### config.mk
export PLATFORM = sky130hd
export DESIGN_NAME = stream_fill_ctrl
export DESIGN_NICKNAME = d
export VERILOG_FILES = /design/src/rtl/stream_fill_ctrl.sv
export SDC_FILE = /design/constraint.sdc
export NUM_CORES = 1
export LEC_CHECK = 0
export CORE_UTILIZATION = 40
export DETAILED_ROUTE_END_ITERATION = 8
export PLACE_DENSITY = 0.78
export SETUP_SLACK_MARGIN = 0.2
export SLEW_MARGIN = 20
export SYNTH_ARGS = -nofsm -noshare
export SYNTH_HDL_FRONTEND = slang
export SYNTH_SLANG_ARGS = --single-unit
export TNS_END_PERCENT = 100
### constraint.sdc
create_clock -name clk -period 2.1 [get_ports clk]
set_input_delay 0.21 -clock clk [delete_from_list [all_inputs] [get_ports clk]]
set_output_delay 0.21 -clock clk [all_outputs]
set_load 0.05 [all_outputs]
### src/rtl/stream_fill_ctrl.sv
// stream_fill_ctrl: accepts a len_i-word burst over valid/ready, drives the external address
// counter and issues registered memory writes at the counter address.
module stream_fill_ctrl #(
    parameter int CNT_WIDTH  = 7,
    parameter int DATA_WIDTH = 32
) (
    input  logic                  clk,
    input  logic                  rst,
    input  logic                  start_i,
    input  logic [CNT_WIDTH-1:0]  len_i,
    input  logic                  abort_i,
    input  logic                  s_valid_i,
    input  logic [DATA_WIDTH-1:0] s_data_i,
    output logic                  s_ready_o,
    input  logic [CNT_WIDTH-1:0]  cnt_i,
    output logic                  cnt_en_o,
    output logic                  cnt_done_o,
    output logic                  mem_we_o,
    output logic [CNT_WIDTH-1:0]  mem_addr_o,
    output logic [DATA_WIDTH-1:0] mem_wdata_o,
    output logic                  busy_o,
    output logic                  done_o,
    output logic                  aborted_o
);
    typedef enum logic [1:0] {IDLE, FILL, DONE} state_t;
    state_t                state_q;
    logic [CNT_WIDTH-1:0]  len_q;
    logic [CNT_WIDTH-1:0]  addr_q;
    logic [DATA_WIDTH-1:0] wdata_q;
    logic                  we_q;
    logic                  aborted_q;
    logic                  hs;
    logic                  last;
    assign s_ready_o   = state_q == FILL;
    assign hs          = s_ready_o && s_valid_i;
    // Equality on len_q-1 lets a full 2^CNT_WIDTH-1 burst end without counter wrap.
    assign last        = hs && (cnt_i == len_q - 1'b1);
    assign cnt_en_o    = hs;
    assign cnt_done_o  = state_q == DONE;
    assign done_o      = state_q == DONE;
    assign busy_o      = state_q != IDLE;
    assign mem_we_o    = we_q;
    assign mem_addr_o  = addr_q;
    assign mem_wdata_o = wdata_q;
    assign aborted_o   = aborted_q;
    always_ff @(posedge clk or posedge rst) begin
        if (rst) begin
            state_q   <= IDLE;
            len_q     <= '0;
            addr_q    <= '0;
            wdata_q   <= '0;
            we_q      <= 1'b0;
            aborted_q <= 1'b0;
        end else begin
            we_q <= hs;
            if (hs) begin
                addr_q  <= cnt_i;
                wdata_q <= s_data_i;
            end
            case (state_q)
                IDLE: if (start_i) begin
                    len_q     <= len_i;
                    aborted_q <= 1'b0;
                    state_q   <= (len_i == '0) ? DONE : FILL;
                end
                FILL: if (last) begin
                    aborted_q <= 1'b0;
                    state_q   <= DONE;
                end else if (abort_i) begin
                    aborted_q <= 1'b1;
                    state_q   <= DONE;
                end
                default: state_q <= IDLE;
            endcase
        end
    end
endmodule

==> impl_results.md, run 1 <==
- Hold slack final: 0.220 ns
- Layout cells sized above 1: 9.66%
- Maximum clock path buffer count: 2
- Synth Area in Simple Gates: 23.0%
- Clock skew: 0.00369 ns
- Netlist cell types: 33
- Minimum clock period: 1.82 ns
- Synth Area in XOR/XNOR: 4.05%
- Clk slew on worst S/H paths: 0.09 ns
- Slowest CP cell: dfrtp_1
- Post-synth top area share: 58.7%
- Core Rows: 26
- Worst slew margin: 64.8%
- Die Wd: 75.0 µm
- Crit share post-route: 86.8%
- Post-synth EDFFs: 0
- Pin count of the biggest net entering global routing: 35
- Adder-cell share of the synthesized area: 0.587%
- Die height: 75.0 µm
- First-pass GRT wire length: 7960 µm
- Residual DRC: 0
- H-tree depth: 2
- DR pass1 iterations: 4
- CP endpoint kind: flip-flop
- Hold Fails Final Rpt: 0
- Maxcap violations: 0
- Core area: 0.00511 mm²
- Cell Area, Synth: 0.00213 mm²
- Synth Register Bits: 50
- CTS Root Cell: clkbuf_8
- Syn_area_per_cell: 9.79 µm²
- Post-synthesis async set-or-reset flop share: 100%
- Max VDD drop: 0.824 mV
- Leak: 0.00154 µW
- DP Wirelength: 3640 µm
- CTS tree: yes
- Max-slew violations: 0
- Critical Path Source Type: flip-flop
- Total number of vias: 1848
- RSZ-0062 raised after global routing: false
- Critical path required time: 2.27 ns
- Initial antenna violation count: 0
- Final instance area: 0.00334 mm²
- Placer Congestion: 0.776
- Latest clock arrival within the worst-skew pair: 0.29 ns
- Largest family of logic cells by synthesized area: simple AND/OR/NAND/NOR gates
- Diodes inserted: 0
- Pwr/cell area: 1740 mW/mm²
- Syn Inst Count: 218
- # port buffers: 96
- Min-Delay Path Class: in -> async
- Top post-synthesis cells by area: dfrtp_1 59%, nand2_1 17%, mux2_1 3.2%
- IO Pins: 97
- TritonCTS buffer count: 5
- ANT nets after route: 0
- Worst Path Max Fanout: 3
- CP max stage delay: 0.41 ns
- # clock sinks: 50
- Status: finished, final reports clean
- Final Core Density: 65.4%
- Routed len/inst: 12.6 µm
- Seq/Total Area, Yosys: 58.7%
- YS warnings: 0
- Nets: 372
- Cell taking the most area after synthesis: dfrtp_1
- Routed Wire Length: 4910 µm
- Total nets after synthesis: 270
- Cell total after placement: 382
- Initial core utilization: 41.8%
- Number of global-route vias before repair: 1814
- DP Area: 0.00321 mm²
- Arrival @ worst endpoint: 1.99 ns
- Detailed-route vias per instance: 4.73
- Fmax: 549 MHz
- All-Layer GR Usage: 18.6%
- Kind of critical path: reg -> reg
- Die area: 0.00563 mm²
- Post-Layout Cell Count: 391
- Count of final setup violators: 0
- Synth-to-Final Area Change: 56.6%
- Compound-cell area share of the yosys netlist: 4.52%
- Fin Setup TNS: 0 ns
- Worst-path cell chain: inv_1 -> ha_2 -> xnor2_1 -> nor3_1 -> nand4b_1 -> o311ai_2 -> o31ai_1
- Grt total ovfl: 0
- Iter 0 DRT Violations: 78
- Multiplexer share of the synthesized area: 6.33%
- Ys flop type: dfrtp_1
- Slew @ Worst Pin: 0.526 ns
[synthesized netlist by cell type, types with 2 or more instances]
cell      number
mux2_2         6
inv_1          5
mux2_1         6
nand3_1        2
a21oi_1        2
nor2_1         6
nand2_1       98
o211ai_1       2
nand3b_1       2
o21ai_0        2
buf_2          4
clkbuf_1       3
xor2_1         3
nor3_1         3
dfrtp_1       50
xnor2_1        5
o21ai_1        2
nor2b_1        2
[path summary, 6_finish.rpt]
check | start | to | slack [ns] | cells after the start
max | len_q[0] | state_q[0] | 0.28 | 7
min | rst | mem_wdata_o[19] | 0.22 | 2
max reg2reg | len_q[0] | state_q[0] | 0.28 | 7
min reg2reg | mem_wdata_o[17] | mem_wdata_o[17] | 0.48 | 2
max in group asynchronous | rst | mem_we_o | 1.38 | 3
min in group clk | s_data_i[27] | mem_wdata_o[27] | 0.43 | 3
[routing by layer]
metal	part of all wire, %	up-vias	routed length (µm)	GRT usage, %
li1	-	898	-	-
met1	42	878	2080	23.1
met2	50	66	2470	32.4
met3	6.4	6	314	4.95
met4	1.0	0	50	4.61
met5	0	-	0	0
[critical path, delay by kind of cell, from the launching register on]
kind,cells,cell delay (ns)
AOI/OAI and AO/OA,2,0.47
xor gates and xnor gates,1,0.12
adders and majority gates,1,0.27
buffers and inverters,1,0.08
DFF,1,0.41
and+or+nand+nor,2,0.35
[placed cells by master (no fill, tap or decap), types with 2 or more instances in the layout]
cell             count
nor3_1               3
dfrtp_1             50
nand2_1             98
buf_12               2
clkdlybuf4s50_1     91
nand3_1              2
xnor2_1              5
nand3b_1             2
nor2_1               6
o21ai_1              2
mux2_1               6
nor2b_1              2
o211ai_1             2
clkinvlp_4           2
inv_2                2
buf_4                6
o21ai_0              2
mux2_2               6
clkbuf_8             5
inv_1                3
a21oi_1              2
xor2_1               3
dlygate4sd2_1        4
[sequential cells by signal, summed over array words and instances (netlist names)]
signal / count
mem_addr_o: 7
state_q: 2
aborted_o: 1
mem_we_o: 1
mem_wdata_o: 32
len_q: 7
[repair_timing]
item / 4_1_cts / 5_1_grt
setup endpoints to repair: 7 / 3
buffers inserted: 0 / 1
gates resized for setup: 5 / 4
hold buffers: 0 / 0
pin swaps: 1 / 3
hold endpoints to repair: 0 / 0
cloned: 0 / 0
[stage by stage]
step	total power, µW	setup WS, ns
after floorplan	3990	0.335
after global placement	5100	0.251
after global routing	6160	0.201
final	5810	0.278
after CTS	5820	0.215
after detailed placement	5160	0.169
[layout make-up]
type / instances / area [µm²]
Inverter: 6 / 27.5
Tap cell: 70 / 87.6
Fill cell: 424 / 1770
Clock buffer: 5 / 68.8
Multi-Input combinational cell: 154 / 830
Timing Repair Buffer: 103 / 1030
Clock inverter: 3 / 45.0
Sequential cell: 50 / 1250
[report_power, final]
group / total (µW) / leakage, µW / switching, µW / internal (µW)
Combinational: 3420 / 0.000870 / 2200 / 1220
Clock: 668 / 0.0000504 / 314 / 354
Sequential: 1720 / 0.000615 / 302 / 1420
[cells by family after synthesis]
family / count (synthesis)
XOR/XNOR: 9
AO/OA/AOI/OAI: 13
adder cells (fa/ha/maj): 1
buffers and inverters: 14
multiplexers: 12
flip-flops: 50
AND/OR/NAND/NOR: 119
No activity file was read; power rests on OpenSTA's default activity.
==> inputs of run 2 (changes only) <==
Settings changed: DONT_BUFFER_PORTS set to 1, PLACE_DENSITY 0.78 to unset.
==> run 2 against run 1 <==
Critical path depth is the same. Maximum frequency shrank 0.14%. Global-route usage shrank 3.1 points. Setup slack lost 0.0026 ns. First-iteration DRC count shrank 44%.
==> impl_results.md, run 2 (same netlist as run 1, synthesis figures left out) <==
- Status: finished, final reports clean
- Max-slew violations: 0 (unchanged)
- Iter 0 DRT Violations: 44 (-44%)
- Hold slack final: 0.0182 ns (-0.202 ns)
- CTS Root Cell: clkbuf_8
- Maximum clock path buffer count: 2 (unchanged)
- Die Wd: 75.0 µm (unchanged)
- Core Rows: 26 (unchanged)
- Nets: 279 (-25%)
- Worst slew margin: 56.5% (-8.3 points)
- Crit share post-route: 86.9% (+0.12 points)
- RSZ-0062 raised after global routing: false
- CTS tree: yes
- CP top delay family: compound AO/OA/AOI/OAI gates
- Post-Layout Cell Count: 296 (-24%)
- Die height: 75.0 µm (unchanged)
- Critical path required time: 2.27 ns (about the same)
- Routed len/inst: 14.4 µm (+15%)
- Residual DRC: 0 (unchanged)
- # port buffers: 0 (-100%)
- Fin Setup TNS: 0 ns (unchanged)
- Diodes inserted: 0 (unchanged)
- Placer Congestion: 0.812 (+4.7%)
- CP endpoint kind: flip-flop
- Met2 Use GR: 26.0% (-6.4 points)
- Most common cell after layout, fill and taps aside: nand2_1
- Initial antenna violation count: 0 (unchanged)
- Max reg flops: 32 (unchanged)
- # clock sinks: 50 (unchanged)
- DP Wirelength: 3030 µm (-17%)
- All-Layer GR Usage: 15.5% (-3.1 points)
- Worst-path cell chain: inv_1 -> ha_2 -> o21ba_1 -> a221oi_2 -> a41oi_2 -> o311ai_2 -> o31ai_1
- Worst path bufs/invs: 1 (unchanged)
- First-pass GRT wire length: 6470 µm (-19%)
- Clock skew: 0.00669 ns (+0.00300 ns)
- CP max stage delay: 0.41 ns (about the same)
- Number of global-route vias before repair: 1395 (-23%)
- Slowest CP cell: dfrtp_1
- Pin count of the biggest net entering global routing: 41 (+17%)
- Layout cells sized above 1: 13.7% (+4.1 points)
- Die area: 0.00563 mm² (unchanged)
- Kind of critical path: reg -> reg
- Cell total after placement: 288 (-25%)
- Commonest cells after routing, fill and taps aside: 98 x nand2_1, 50 x dfrtp_1, 8 x buf_4
- ANT nets after route: 0 (unchanged)
- Count of final setup violators: 0 (unchanged)
- Detailed-route vias per instance: 4.92 (+4.1%)
- Minimum clock period: 1.82 ns (+0.00259 ns)
- Final Core Density: 46.5% (-19 points)
- Total number of vias: 1457 (-21%)
- TritonCTS buffer count: 5 (unchanged)
- Synth-to-Final Area Change: 11.3%
- Core area: 0.00511 mm² (unchanged)
- Worst Path Max Fanout: 5 (+2)
- IO Pins: 97 (unchanged)
- Min-Delay Path Class: in -> reg
- Fmax: 548 MHz (-0.14%)
- Arrival @ worst endpoint: 1.99 ns (about the same)
- Grt met1 use: 18.6% (-4.5 points)
- Clk slew on worst S/H paths: 0.09 ns (about the same)
- Hold Fails Final Rpt: 0 (unchanged)
- Latest clock arrival within the worst-skew pair: 0.29 ns (about the same)
- Critical Path Source Type: flip-flop
- DR pass1 iterations: 4 (unchanged)
- Initial core utilization: 41.8% (unchanged)
- Maxcap violations: 0 (unchanged)
- H-tree depth: 2 (unchanged)
- Top Usage Layer GRT: met2
- Met3 usage: 4.95% (unchanged)
- Slew @ Worst Pin: 0.652 ns (+0.126 ns)
- Routed Wire Length: 4270 µm (-13%)
- Grt total ovfl: 0 (unchanged)
-- run 2: cell count changes in the layout (fill, tap and decap cells not counted), moves of 2 or more --
cell             delta
buf_4               +2
clkdlybuf4s50_1    -91
clkinvlp_4          -2
dlygate4sd2_1       -4
-- run 2: metrics by stage --
stage / instance area (µm²) / worst slack (ns)
after CTS: 2350 / 0.240
after detailed placement: 2260 / 0.206
after global placement: 2260 / 0.266
after global routing: 2370 / 0.177
final: 2370 / 0.276
after floorplan: 2130 / 0.335
-- run 2: final cells by class --
cell class | instances | area [µm²]
Timing Repair Buffer | 10 | 90.1
Multi-Input combinational cell | 154 | 840
Inverter | 6 | 22.5
Tap cell | 70 | 87.6
Clock buffer | 6 | 82.6
Fill cell | 485 | 2730
Sequential cell | 50 | 1250
-- run 2: path summary, 6_finish.rpt --
| path | to | slack (ns) | startpoint | cells past startpoint |
|---|---|---|---|---|
| setup / recovery | state_q[0] | 0.28 | len_q[0] | 7 |
| hold / removal | mem_wdata_o[20] | 0.02 | s_data_i[20] | 2 |
| setup reg to reg | state_q[0] | 0.28 | len_q[0] | 7 |
| hold reg to reg | len_q[6] | 0.54 | len_q[6] | 1 |
| max in group asynchronous | len_q[3] | 1.01 | rst | 3 |
| min in group asynchronous | mem_wdata_o[23] | 0.47 | rst | 2 |
-- run 2: timing repair --
| action | 4_1_cts | 5_1_grt |
|---|---|---|
| hold endpoints to repair | 30 | 0 |
| pin swaps | 1 | 2 |
| resized for setup | 0 | 3 |
| buffers inserted | 0 | 1 |
| hold buffers | 1 | 0 |
| endpoints found under the setup margin | 2 | 2 |
-- run 2: metal layers --
metal	wire (µm)	vias to the layer above	share of wire, %
li1	-	705	-
met1	1770	698	41
met2	2220	52	52
met3	258	2	6.0
met4	23	0	0.54
met5	0	-	0
Power of run 2 is not shown: default switching activity piles up to over one toggle a cycle in this logic, so the estimate is an artifact.
==> inputs of run 3 (changes only) <==
Settings changed: CORE_ASPECT_RATIO set to 2.
==> run 3 against run 2 <==
Sequential share of layout area is 5.8 points lower. Utilization is 5.5 points higher. Critical path depth stayed put. First-iteration DRC count is 52% lower. Global-route usage is 3.6 points higher. Routed wire length is 11% higher. Critical path type unchanged. Critical endpoint unchanged.
==> impl_results.md, run 3 (same netlist as run 1, synthesis figures left out) <==
- All-Layer GR Usage: 19.1% (+3.6 points)
- Multi-input combinational cell area: 823 µm² (-1.9%)
- CTS Root Cell: clkbuf_8
- Critical path required time: 2.28 ns (about the same)
- Die area: 0.00565 mm² (+0.31%)
- Iter 0 DRT Violations: 21 (-52%)
- Maximum clock path buffer count: 2 (unchanged)
- Register Area: 0.00125 mm² (unchanged)
- Fmax: 553 MHz (+0.88%)
- CP endpoint kind: flip-flop
- Number of global-route vias before repair: 1760 (+26%)
- Nets: 310 (+11%)
- Core Rows: 37 (+42%)
- Initial antenna violation count: 0 (unchanged)
- RSZ-0062 raised after global routing: false
- Diodes inserted: 0 (unchanged)
- Most common cell after layout, fill and taps aside: nand2_1
- DR pass1 iterations: 4 (unchanged)
- Detailed-route vias per instance: 5.13 (+4.3%)
- Total number of vias: 1627 (+12%)
- Clock skew: 0.00337 ns (-0.00332 ns)
- Min-Delay Path Class: in -> reg
- Slowest CP cell: dfrtp_1
- Routed len/inst: 15.0 µm (+3.9%)
- Count of final setup violators: 0 (unchanged)
- CP max stage delay: 0.37 ns (-0.04 ns)
- Latest clock arrival within the worst-skew pair: 0.30 ns (about the same)
- Worst Path Max Fanout: 5 (unchanged)
- ANT nets after route: 0 (unchanged)
- Pwr/cell area: 1840 mW/mm²
- Max VDD drop: 0.948 mV
- H-tree depth: 2 (unchanged)
- Initial core utilization: 41.5% (-0.25 points)
- Residual DRC: 0 (unchanged)
- # port buffers: 0 (unchanged)
- Die height: 105 µm (+40%)
- Die Wd: 53.6 µm (-29%)
- Post-Layout Cell Count: 317 (+7.1%)
- DP Wirelength: 3280 µm (+8.3%)
- TritonCTS buffer count: 5 (unchanged)
- Routed Wire Length: 4750 µm (+11%)
- Fin Setup TNS: 0 ns (unchanged)
- Crit share post-route: 86.1% (-0.76 points)
- R2R setup slack: 0.29 ns (+0.02 ns)
- Pin count of the biggest net entering global routing: 51 (+24%)
- Kind of critical path: reg -> reg
- Minimum clock period: 1.81 ns (-0.0159 ns)
- Placer Congestion: 0.731 (-10%)
- Grt total ovfl: 0 (unchanged)
- Synth-to-Final Area Change: 25.1%
- # clock sinks: 50 (unchanged)
- Cell total after placement: 275 (-4.5%)
- Hold slack final: 0.0247 ns (+0.00648 ns)
- Worst-path cell chain: inv_1 -> ha_1 -> o21ba_1 -> a221oi_1 -> a41oi_1 -> o311ai_2 -> o31ai_1
- Clk slew on worst S/H paths: 0.09 ns (about the same)
- Layout cells sized above 1: 11.6% (-2.1 points)
- Commonest cells after routing, fill and taps aside: 98 x nand2_1, 50 x dfrtp_1, 31 x dlygate4sd3_1
- Maxcap violations: 0 (unchanged)
- Core area: 0.00514 mm² (+0.61%)
- Status: finished, final reports clean
- Max-slew violations: 0 (unchanged)
- Critical Path Source Type: flip-flop
- Fill cells: 448 (-7.6%)
- Hold Fails Final Rpt: 0 (unchanged)
- First-pass GRT wire length: 7710 µm (+19%)
- IO Pins: 97 (unchanged)
- Worst slew margin: 66.2% (+9.7 points)
- Slew @ Worst Pin: 0.508 ns (-0.144 ns)
- CTS tree: yes
- Arrival @ worst endpoint: 1.99 ns (about the same)
- Leak: 0.00130 µW
- Max reg flops: 32 (unchanged)
## run 3: what timing repair did
action | 4_1_cts | 5_1_grt
hold endpoints to repair | 80 | 0
gates cloned | 0 | 0
setup endpoints to repair | 3 | 3
buffers inserted | 1 | 2
pin swaps | 0 | 2
hold buffers | 31 | 0
gates resized for setup | 1 | 0
## run 3: final timing paths
path	startpoint	to	cells past startpoint
max in group asynchronous	rst	mem_wdata_o[29]	3
worst max-delay path	len_q[1]	state_q[0]	7
worst min-delay path	s_data_i[3]	mem_wdata_o[3]	2
min in group asynchronous	rst	mem_wdata_o[16]	3
worst min register to register	len_q[5]	len_q[5]	1
worst max register to register	len_q[1]	state_q[0]	7
## run 3: layout make-up
cell class                      count  share of cell area, %
Sequential cell                    50                   46.9
Clock inverter                      2                  0.516
Clock buffer                        6                   2.72
Inverter                            6                  0.938
Timing Repair Buffer               41                   15.4
Tap cell                           58                   2.72
Multi-Input combinational cell    154                   30.8
## run 3: stage by stage
stage | utilization [%] | setup WS (ns) | cell area [µm²] | total power (µW)
2_1_floorplan | - | 0.335 | 2130 | 3990
3_3_place_gp | 43.7 | 0.248 | 2250 | 4260
3_5_place_dp | 43.7 | 0.164 | 2250 | 4310
4_1_cts | 51.6 | 0.186 | 2650 | 4940
5_1_grt | 51.9 | 0.206 | 2670 | 5200
6_report | 51.9 | 0.291 | 2670 | 4910
## run 3: worst max-delay path, delay by kind of cell, from the launching register on
family	cells	cell delay [ns]
adder cells (fa/ha/maj)	1	0.26
AO/OA/AOI/OAI	5	1.00
buffers and inverters	1	0.06
flip-flops	1	0.37
## run 3: report_power, final
part	switching (µW)	internal [µW]
logic	717	572
clock network	315	236
registers	1670	1390
## run 3: layer usage
metal,global-route usage (%),vias to the layer above,wire (µm),share of wire [%]
met2,34.4,66,2650,56
met3,6.49,14,285,6.0
li1,-,773,-,-
met5,0,-,0,0
met4,10.7,0,161,3.4
met1,17.0,774,1660,35
